`src/rtl/adder_field_sequencer.sv`:
```
// Word-cycle sequencer for the bit-serial BCD adder/subtractor: T1..T4 bit states, digit counter,
// per-word request handling, field qualification and carry capture.
module adder_field_sequencer #(
  parameter int DIGITS = 14
) (
  input  logic       phi2,
  input  logic       reset,
  input  logic       start,
  input  logic       req_sub,
  input  logic       req_cin,
  input  logic [3:0] field_first,
  input  logic [3:0] field_last,
  input  logic       add_carry,
  output logic       t1,
  output logic       t2,
  output logic       t3,
  output logic       t4,
  output logic [3:0] digit,
  output logic       sync,
  output logic       busy,
  output logic       in_field,
  output logic       first_bit,
  output logic       sub,
  output logic       c_in,
  output logic       carry_flag,
  output logic       done,
  output logic       err
);

  localparam logic [3:0] LAST_DIGIT = 4'(DIGITS - 1);

  typedef enum logic [1:0] {IDLE, WAIT, RUN} state_t;

  state_t     state, state_n;
  logic [3:0] t_q;
  logic       sub_q, cin_q;
  logic [3:0] first_q, last_q;
  logic       word_end, field_ok, accept;

  assign word_end = t_q[3] && (digit == LAST_DIGIT);
  assign field_ok = (field_first <= field_last) && (field_last <= LAST_DIGIT);
  assign accept   = (state == IDLE) && start && field_ok;

  // Free-running timing chain; only reset disturbs it.
  always_ff @(posedge phi2) begin
    if (reset) begin
      t_q   <= 4'b0001;
      digit <= 4'd0;
    end else begin
      t_q <= {t_q[2:0], t_q[3]};
      if (t_q[3]) begin
        digit <= word_end ? 4'd0 : digit + 4'd1;
      end
    end
  end

  always_ff @(posedge phi2) begin
    if (reset) begin
      state <= IDLE;
    end else begin
      state <= state_n;
    end
  end

  // A request arriving on the last bit of a word skips WAIT so RUN still starts at DIGIT=0,T1.
  always_comb begin
    state_n = state;
    case (state)
      IDLE: if (accept) state_n = word_end ? RUN : WAIT;
      WAIT: if (word_end) state_n = RUN;
      RUN:  if (word_end) state_n = IDLE;
      default: state_n = IDLE;
    endcase
  end

  always_ff @(posedge phi2) begin
    if (reset) begin
      sub_q   <= 1'b0;
      cin_q   <= 1'b0;
      first_q <= 4'd0;
      last_q  <= 4'd0;
    end else if (accept) begin
      sub_q   <= req_sub;
      cin_q   <= req_cin;
      first_q <= field_first;
      last_q  <= field_last;
    end
  end

  always_ff @(posedge phi2) begin
    if (reset) begin
      carry_flag <= 1'b0;
      done       <= 1'b0;
      err        <= 1'b0;
    end else begin
      if ((state == RUN) && t_q[3] && (digit == last_q)) begin
        carry_flag <= add_carry;
      end
      done <= (state == RUN) && word_end;
      err  <= (state == IDLE) && start && !field_ok;
    end
  end

  // Decoded purely from registers so no input reaches an output combinationally.
  always_comb begin
    t1        = t_q[0];
    t2        = t_q[1];
    t3        = t_q[2];
    t4        = t_q[3];
    sync      = t_q[0] && (digit == 4'd0);
    busy      = (state != IDLE);
    in_field  = (state == RUN) && (digit >= first_q) && (digit <= last_q);
    first_bit = in_field && t_q[0] && (digit == first_q);
    sub       = busy && sub_q;
    c_in      = busy && cin_q;
  end

endmodule
```
`config.mk`:
```
export PLATFORM = sky130hd
export DESIGN_NAME = adder_field_sequencer
export DESIGN_NICKNAME = d
export VERILOG_FILES = /design/src/rtl/adder_field_sequencer.sv
export SDC_FILE = /design/constraint.sdc
export NUM_CORES = 1
export LEC_CHECK = 0
export BUFFER_PORTS_ARGS = -buffer_cell sky130_fd_sc_hd__buf_2
export CAP_MARGIN = 20
export CORE_MARGIN = 10
export CORE_UTILIZATION = 47
export DETAILED_ROUTE_END_ITERATION = 8
export PLACE_DENSITY = 0.83
export REMOVE_ABC_BUFFERS = 1
export SETUP_SLACK_MARGIN = 0.4
export SKIP_LAST_GASP = 1
export SLEW_MARGIN = 30
export SYNTH_ARGS = -nofsm -noshare
export SYNTH_HDL_FRONTEND = slang
export SYNTH_SLANG_ARGS = --single-unit
```
`constraint.sdc`:
```
create_clock -name phi2 -period 1.7 [get_ports phi2]
set_clock_uncertainty 0.2 [all_clocks]
set_input_delay 0.34 -clock phi2 [delete_from_list [all_inputs] [get_ports phi2]]
set_output_delay 0.34 -clock phi2 [all_outputs]
set_load 0.05 [all_outputs]
```
==> out/results.ini, run 1 <==
[outcome]
status = finished with violations
violations = negative setup slack

[timing]
tightest_slew_ns = 0.528
rsz0062_at_grt = true
period_minus_slack_ns = 2.42
fin_crit_sh = 1.42
drv_slew = 0
final-hold-violation-count = 0
layout_setup_ws_ns = -0.721
setup_viol = 18
clock.fmax_mhz = 413
slew_headroom = 0.644

[pwr]
p_clk_frac = 0.194
p_sw_frac = 0.334
leakagePower_nw = 1.01
p_comb_frac = 0.377
seqPwrFrac = 0.429
total_power_mw = 1.35
intPower_mw = 0.901
vdd_drop_max_v = 0.000531
power_density_nw_per_um2 = 567
power.switching_mw = 0.451

[cts]
cts_buffers = 3
clock_latency_ns = 0.32
cts.sinks = 23
tritoncts = done
clockRootBuffer = clkbuf_4
clk_pin_slew_ns = 0.14
h-tree-depth = 1
cts_buffer_depth = 2

[setup_path]
path_delay_family = buffers and inverters
startpoint_type = flip-flop
max_stage_delay_ns = 0.36
endpoint = first_bit
critical_path_depth = 8
end_kind = output pin
path_cells = inv_2 > ha_4 > inv_2 > a21oi_2 > a2111oi_2 > buf_4 > nor4_4 > buf_6
critPathRequiredTime_ns = 1.16
critPathBufInv = 4
worstSetupPathType = flip-flop to output pin
worst_path_max_delay_cell = dfxtp_2
r2r-end = last_q[3]
path_common_cell = inv_2
rr_worst_depth = 6
rrSetupSlack_ns = -0.14
worst-path-max-fanout = 3
crit_start = digit[0]
cp.arrival_ns = 1.88
r2r-start = state[0]

[detailed_routing]
drtIter0Drc = 129
drtAntennaViolNets = 0
vias = 1450
drc = 0
routed_via_density = 5.60
drt_wl_total_mm = 4.53
wire_per_inst_um = 17.5
drtPass1Iterations = 4

[placed_design]
hpwlAfterDp_mm = 2.54
placed_cells = 240
gp_congestion = 0.974
io_buffer_count = 30

[floorplan]
initial_utilization = 0.485
die_width_um = 73.1
fp-row-count = 19
boundaryPins = 31
die-area_um2 = 5350
die_y_um = 73.1
fp.coreArea_um2 = 2730

[grt]
grt_max_degree = 19
grt_pass1_wl_mm = 6.11
grt_pass1_vias = 1371
track_usage = 0.140
grt_overflow = 0
grt_antenna_before_repair = 0

[final_layout]
fin_nets = 258
fin_util = 0.872
fin_cells = 259
syn_to_final_growth_pct = 79.7
drive_gt1_frac = 0.684
diodes = 0

[yosys]
yosys_warnings = 0
async_flop_share = 0
synth_most_common_cell = dfxtp_1
yosysTopAreaCellShare = 0.347
yosys_most_used_dff = dfxtp_1
yosys-top-cells-area = dfxtp_1 (35%), ha_1 (14%), a21oi_1 (6.8%)
netlist_area_um2 = 1330
yosysUniqueCellTypes = 35
synth_area_per_cell_um2 = 8.56
synth_edf_count = 0
yosysTopAreaCell = dfxtp_1
synth_common_cells = dfxtp_1 (23), a21oi_1 (18), ha_1 (15), inv_1 (15), nand3_1 (13)
syn_inst = 155
ys_seq_elements = 23
seq_area_frac_synth = 0.347

[run]
drv_cap = 0

[min_path]
min_path_type = primary input to flip-flop

metrics by stage:
stage               setup slack, ns  area (µm²)  setup TNS [ns]  hold WS [ns]
finish                       -0.721        2380           -3.09        0.0673
global route                 -0.808        2380           -4.25        0.0556
CTS                          -0.713        2040           -2.03        0.0522
detailed placement           -0.401        1710           -4.25         0.259
global placement             -0.408        1710           -3.71         0.247
floorplan                     -1.86        1280           -8.47         0.209
layout by cell type, fill, tap and decap left out, types with 3 or more instances in the layout:
master	n
nor3_1	3
buf_8	12
clkbuf_4	3
nand3_2	7
inv_2	7
buf_6	20
nand3_1	4
ha_1	6
nand2_1	7
nand2b_1	3
a21oi_1	5
dfxtp_2	10
dfxtp_1	8
a21o_1	7
dfxtp_4	5
a21bo_2	3
buf_2	13
ha_4	8
nor2b_1	5
inv_1	7
buf_4	32
nor2_1	3
a21oi_2	13
cells by family after synthesis:
kind of cell,Yosys count,share of synthesized area
buf+inv,23,0.0745
flops,23,0.347
simple gates,53,0.217
fa+ha+maj,15,0.142
mux,2,0.0160
xor+xnor,1,0.00660
compound gates,38,0.197
area by class of cell:
| type | instances | area, µm² |
|---|---|---|
| clock buffer | 3 | 22.5 |
| sequential | 23 | 492 |
| inverter | 15 | 58.8 |
| timing repair buffer | 77 | 711 |
| tap | 31 | 38.8 |
| fill | 128 | 350 |
| multi-input combinational | 109 | 1060 |
| clock inverter | 1 | 5.00 |
per-layer routing:
metal / vias up / share of wire / global-route usage
met3: 16 / 0.061 / 0.0367
li1: 687 / - / -
met5: - / 0 / 0
met2: 59 / 0.52 / 0.256
met4: 0 / 0.030 / 0.0443
met1: 688 / 0.39 / 0.150
registers in the layout (all words and copies together), names as in the netlist:
signal,count
t_q,4
state,2
carry_flag,1
done,1
digit,4
sub_q,1
first_q,4
err,1
last_q,4
cin_q,1
timing repair:
item | in CTS | in global routing
buffers inserted | 5 | 8
cloned | 2 | 0
resized for setup | 79 | 65
pin swaps | 8 | 38
hold buffers | 0 | 0
setup endpoints to repair | 36 | 36
hold endpoints to repair | 0 | 0
power by group through the flow:
stage | clock [mW] | sequential [mW] | combinational, mW
after CTS | 0.262 | 0.579 | 0.388
after global placement | 0 | 0.589 | 0.325
after global routing | 0.296 | 0.584 | 0.544
after detailed placement | 0 | 0.591 | 0.332
after floorplan | 0 | 0.614 | 0.163
final | 0.262 | 0.581 | 0.510
worst min-delay path, stage by stage:
cell,delay (ns)
buf_2,0.10
nand3_2,0.07
a21oi_2,0.05
worst min path at each step:
| stage | from | to | slack (ns) | cells after the start |
|---|---|---|---|---|
| 2_1_floorplan | reset | cin_q | 0.21 | 1 |
| 3_3_place_gp | t_q[1] | t_q[2] | 0.25 | 1 |
| 3_5_place_dp | t_q[1] | t_q[2] | 0.26 | 1 |
| 4_1_cts | add_carry | carry_flag | 0.05 | 3 |
| 5_1_grt | req_sub | sub_q | 0.06 | 3 |
| 6_report | req_cin | cin_q | 0.07 | 3 |
Power figures use the tool's default switching activity.
==> run 2, diff against run 1 <==
- BUFFER_PORTS_ARGS: -buffer_cell sky130_fd_sc_hd__buf_2 -> default
- CORE_UTILIZATION: 47 -> 50
- DONT_BUFFER_PORTS: default -> 1
- PLACE_DENSITY: 0.83 -> 0.77
==> run 2 against run 1 <==
The flow still finishes with violations (negative setup slack). Wire length grew 27%. Hold slack improved by 0.030 ns. Non-clock buffer count decreased by 20. Die area shrank 4.4%. Combinational power is 12% lower. Global-route usage increased by 2.8 points. Cell area shrank 3.6%. Critical endpoint unchanged. Highest routed layer unchanged. Critical path type unchanged. Via count up 2.0%.
==> out/results.ini, run 2 (same netlist as run 1, synthesis figures left out) <==
[outcome]
status = finished with violations
violations = negative setup slack

[floorplan]
fp.coreArea_um2 = 2500
die_width_um = 71.5
fp-row-count = 18
boundaryPins = 31
die_y_um = 71.5
die-area_um2 = 5110
initial_utilization = 0.531

[placed_design]
pre_cts_slack_ns = -0.545
hpwlAfterDp_mm = 2.76
place_area_um2 = 1590
io_buffer_count = 0
gp_congestion = 0.871
placed_cells = 209

[setup_path]
critPathRequiredTime_ns = 1.16
end_kind = output pin
startpoint_type = flip-flop
cp.arrival_ns = 1.91
worst-path-max-fanout = 2
worstSetupPathType = flip-flop to output pin

[cts]
cts_buffers = 3
cts.sinks = 23
clock_latency_ns = 0.34
clockRootBuffer = clkbuf_4
tritoncts = done
clk_pin_slew_ns = 0.13
cts_buffer_depth = 2
h-tree-depth = 1

[grt]
grt_max_degree = 23
track_usage = 0.167
grt_antenna_before_repair = 0
grt_pass1_vias = 1481
grt_pass1_wl_mm = 7.07
grt_overflow = 0

[pwr]
leakagePower_nw = 0.929
p_sw_frac = 0.344
seqPwrFrac = 0.450
vdd_drop_max_v = 0.000673
intPower_mw = 0.863
p_clk_frac = 0.210
p_comb_frac = 0.341
power_density_nw_per_um2 = 573
power.switching_mw = 0.454

[timing]
slew_headroom = 0.323
layout_setup_ws_ns = -0.748
clock.fmax_mhz = 409
tightest_slew_ns = 1.01
rsz0062_at_grt = true
period_minus_slack_ns = 2.45
fin_setup_tns_ns = -3.77
drv_slew = 0
final-hold-violation-count = 0
fin_crit_sh = 1.44
setup_viol = 22

[final_layout]
fin_util = 0.919
drive_gt1_frac = 0.567
n_fill_cell = 101
diodes = 0
syn_to_final_growth_pct = 73.3
final_common_cell = buf_4
mostFrequentLayoutCells = buf_4 (22), buf_6 (15), a21oi_1 (11), nand3_1 (11), dlygate4sd3_1 (11)
final_area_um2 = 2300
fin_nets = 238
fin_cells = 238

[detailed_routing]
drtAntennaViolNets = 0
drtIter0Drc = 74
wire_per_inst_um = 24.2
routed_via_density = 6.21
vias = 1479
drc = 0
drtPass1Iterations = 4
drt_wl_total_mm = 5.75

[run]
drv_cap = 0

[min_path]
min_path_type = primary input to flip-flop

## run 2: cell types whose count changed in the layout (fill, tap and decap cells not counted), sizes merged
cell,delta
dlymetal6s2s,+1
buf,-33
dlygate4sd3,+11
clkbuf,+1
## run 2: final cells by class
type                            count  area, µm²  area share
Clock inverter                      1       5.00     0.00218
Clock buffer                        3       22.5     0.00980
Tap cell                           30       37.5      0.0163
Sequential cell                    23        504       0.219
Multi-Input combinational cell    109       1050       0.458
Inverter                           15       63.8      0.0278
Timing Repair Buffer               57        612       0.266
## run 2: timing repair
action                     CTS  global route
gates resized for setup     73            42
hold buffers                12             0
hold endpoints to repair    22             0
setup endpoints to repair   35            40
setup buffers                7             5
cloned                       0             1
pin swaps                   18            10
## run 2: stage by stage
| step | total power [mW] | hold slack, ns |
|---|---|---|
| finish | 1.32 | 0.0976 |
| global route | 1.36 | 0.0971 |
| CTS | 1.22 | 0.0631 |
| detailed placement | 0.890 | 0.216 |
| global placement | 0.873 | 0.215 |
| floorplan | 0.777 | 0.209 |
## run 2: final timing paths
check           start  cells past startpoint  slack (ns)          to
min reg2reg    t_q[3]                      2        0.35    digit[1]
max          digit[0]                      6       -0.75   first_bit
min             start                      2         0.1         err
max reg2reg  digit[0]                      8       -0.15  carry_flag
## run 2: layer usage
layer | GRT usage | share of wire | vias to the layer above
met4 | 0.101 | 0.050 | 0
met3 | 0.0399 | 0.074 | 26
met1 | 0.166 | 0.34 | 720
met2 | 0.306 | 0.53 | 80
met5 | 0 | 0 | -
li1 | - | - | 653
## run 2: power groups by stage
stage / clock network (mW) / registers (mW) / logic, mW
2_1_floorplan: 0 / 0.614 / 0.163
3_3_place_gp: 0 / 0.605 / 0.268
3_5_place_dp: 0 / 0.607 / 0.284
4_1_cts: 0.265 / 0.593 / 0.361
5_1_grt: 0.291 / 0.595 / 0.471
6_report: 0.276 / 0.592 / 0.449
## run 2: critical path, cell delays in order (launching register included)
cell and delay, ns:
dfxtp_2 0.38, inv_2 0.06, ha_4 0.25, inv_2 0.03, or3_4 0.38, nor4_4 0.26
buf_6 0.19
==> run 3, diff against run 2 <==
- RECOVER_POWER: default -> 25
==> run 3 against run 2 <==
The flow still finishes with violations (negative setup slack). Register-to-register slack got worse by 0.02 ns. Clock power hardly changed. Sequential share of layout area grew 0.084 points. Combinational power hardly changed. Die area stayed put. Total power is 0.21% lower. Global-route usage is the same. Utilization is 0.35 points lower. Non-clock buffer count stayed put. Hold slack improved by 0.00071 ns.
==> out/results.ini, run 3 (same netlist as run 1, synthesis figures left out) <==
[floorplan]
die_y_um = 71.5
fp-row-count = 18
initial_utilization = 0.531
die-area_um2 = 5110
boundaryPins = 31
fp.coreArea_um2 = 2500
die_width_um = 71.5

[timing]
rsz0062_at_grt = true
drv_slew = 0
layout_setup_ws_ns = -0.748
slew_headroom = 0.200
tightest_slew_ns = 1.20
setup_viol = 22
fin_hold_ws_ns = 0.0983
final-hold-violation-count = 0
fin_crit_sh = 1.44
period_minus_slack_ns = 2.45
clock.fmax_mhz = 409

[pwr]
p_clk_frac = 0.210
power.switching_mw = 0.452
total_power_mw = 1.31
seqPwrFrac = 0.451
p_sw_frac = 0.344
leakagePower_nw = 0.917
vdd_drop_max_v = 0.000672
intPower_mw = 0.862
p_comb_frac = 0.340
power_density_nw_per_um2 = 574

[grt]
grt_max_degree = 23
grt_antenna_before_repair = 0
track_usage = 0.167
grt_pass1_wl_mm = 7.07
grt_overflow = 0
grt_pass1_vias = 1481

[setup_path]
critPathRequiredTime_ns = 1.16
worst-path-max-fanout = 2
rrSetupSlack_ns = -0.17
r2r-end = carry_flag
end_kind = output pin
rr_worst_depth = 8
cp.arrival_ns = 1.91
r2r-start = digit[0]
startpoint_type = flip-flop
worstSetupPathType = flip-flop to output pin

[detailed_routing]
drc = 0
wire_per_inst_um = 24.1
drtPass1Iterations = 4
drt_wl_total_mm = 5.73
vias = 1467
drtAntennaViolNets = 0
routed_via_density = 6.16
drtIter0Drc = 84

[placed_design]
gp_congestion = 0.871
place_area_um2 = 1590
io_buffer_count = 0
placed_cells = 209
hpwlAfterDp_mm = 2.76

[final_layout]
final_common_cell = buf_4
fin_nets = 238
fin_util = 0.916
diodes = 0
final_area_um2 = 2290
mostFrequentLayoutCells = buf_4 (22), buf_6 (15), a21oi_1 (11), nand3_1 (11), dlygate4sd3_1 (11)
drive_gt1_frac = 0.567
n_fill_cell = 103
syn_to_final_growth_pct = 72.6
fin_cells = 238

[min_path]
min_from = start
min_path_cells = 2
min_path_type = primary input to flip-flop
min_to = err

[cts]
clock_latency_ns = 0.34
cts_buffer_depth = 2
cts_buffers = 3
tritoncts = done
clk_pin_slew_ns = 0.13
h-tree-depth = 1
clockRootBuffer = clkbuf_4
cts.sinks = 23

[outcome]
status = finished with violations
violations = negative setup slack

[run]
drv_cap = 0

==> run 3: changes by cell type in the layout (fill, tap and decap cells not counted) <==
cell            delta
clkbuf_1           +1
dlymetal6s2s_1     -1
==> run 3: how the worst max path moves through the flow <==
stage	endpoint	from	cells past startpoint	slack, ns
CTS	first_bit	digit[3]	5	-0.78
detailed placement	first_bit	digit[0]	8	-0.55
global placement	first_bit	digit[0]	8	-0.35
floorplan	first_bit	digit[0]	5	-1.86
finish	first_bit	digit[0]	6	-0.75
global route	first_bit	digit[0]	6	-0.78
==> run 3: final cells by class <==
type / count / area [µm²] / area share
Timing Repair Buffer: 57 / 603 / 0.263
Sequential cell: 23 / 504 / 0.220
Clock buffer: 3 / 22.5 / 0.00984
Tap cell: 30 / 37.5 / 0.0164
Inverter: 15 / 63.8 / 0.0279
Multi-Input combinational cell: 109 / 1050 / 0.460
Clock inverter: 1 / 5.00 / 0.00219
==> run 3: per-layer routing <==
| metal | track usage | share of wire | vias to the layer above |
|---|---|---|---|
| met5 | 0 | 0 | - |
| met4 | 0.101 | 0.050 | 0 |
| met3 | 0.0399 | 0.073 | 28 |
| met2 | 0.306 | 0.53 | 72 |
| met1 | 0.166 | 0.34 | 712 |
| li1 | - | - | 655 |
==> run 3: timing repair <==
| item | 4_1_cts | 5_1_grt |
|---|---|---|
| endpoints found under the setup margin | 35 | 40 |
| pin swaps | 18 | 10 |
| buffers inserted | 7 | 5 |
| resized for setup | 73 | 42 |
| hold buffers | 12 | 0 |
| cloned | 0 | 1 |
| endpoints found under the hold margin | 22 | 0 |
==> run 3: metrics by stage <==
| step | TNS, ns | worst slack (ns) |
|---|---|---|
| 2_1_floorplan | -8.47 | -1.86 |
| 3_3_place_gp | -2.33 | -0.348 |
| 3_5_place_dp | -3.78 | -0.545 |
| 4_1_cts | -2.33 | -0.778 |
| 5_1_grt | -4.77 | -0.783 |
| 6_report | -3.84 | -0.748 |
==> run 3: power by group through the flow <==
stage	registers [mW]	clock network [mW]	logic (mW)
6_report	0.592	0.276	0.446
3_3_place_gp	0.605	0	0.268
2_1_floorplan	0.614	0	0.163
5_1_grt	0.595	0.291	0.470
3_5_place_dp	0.607	0	0.284
4_1_cts	0.593	0.265	0.361
==> run 3: critical path, cell delays in order (launching register included) <==
cell	delay (ns)
dfxtp_2	0.38
inv_2	0.06
ha_4	0.25
inv_2	0.03
or3_4	0.38
nor4_4	0.26
buf_6	0.19
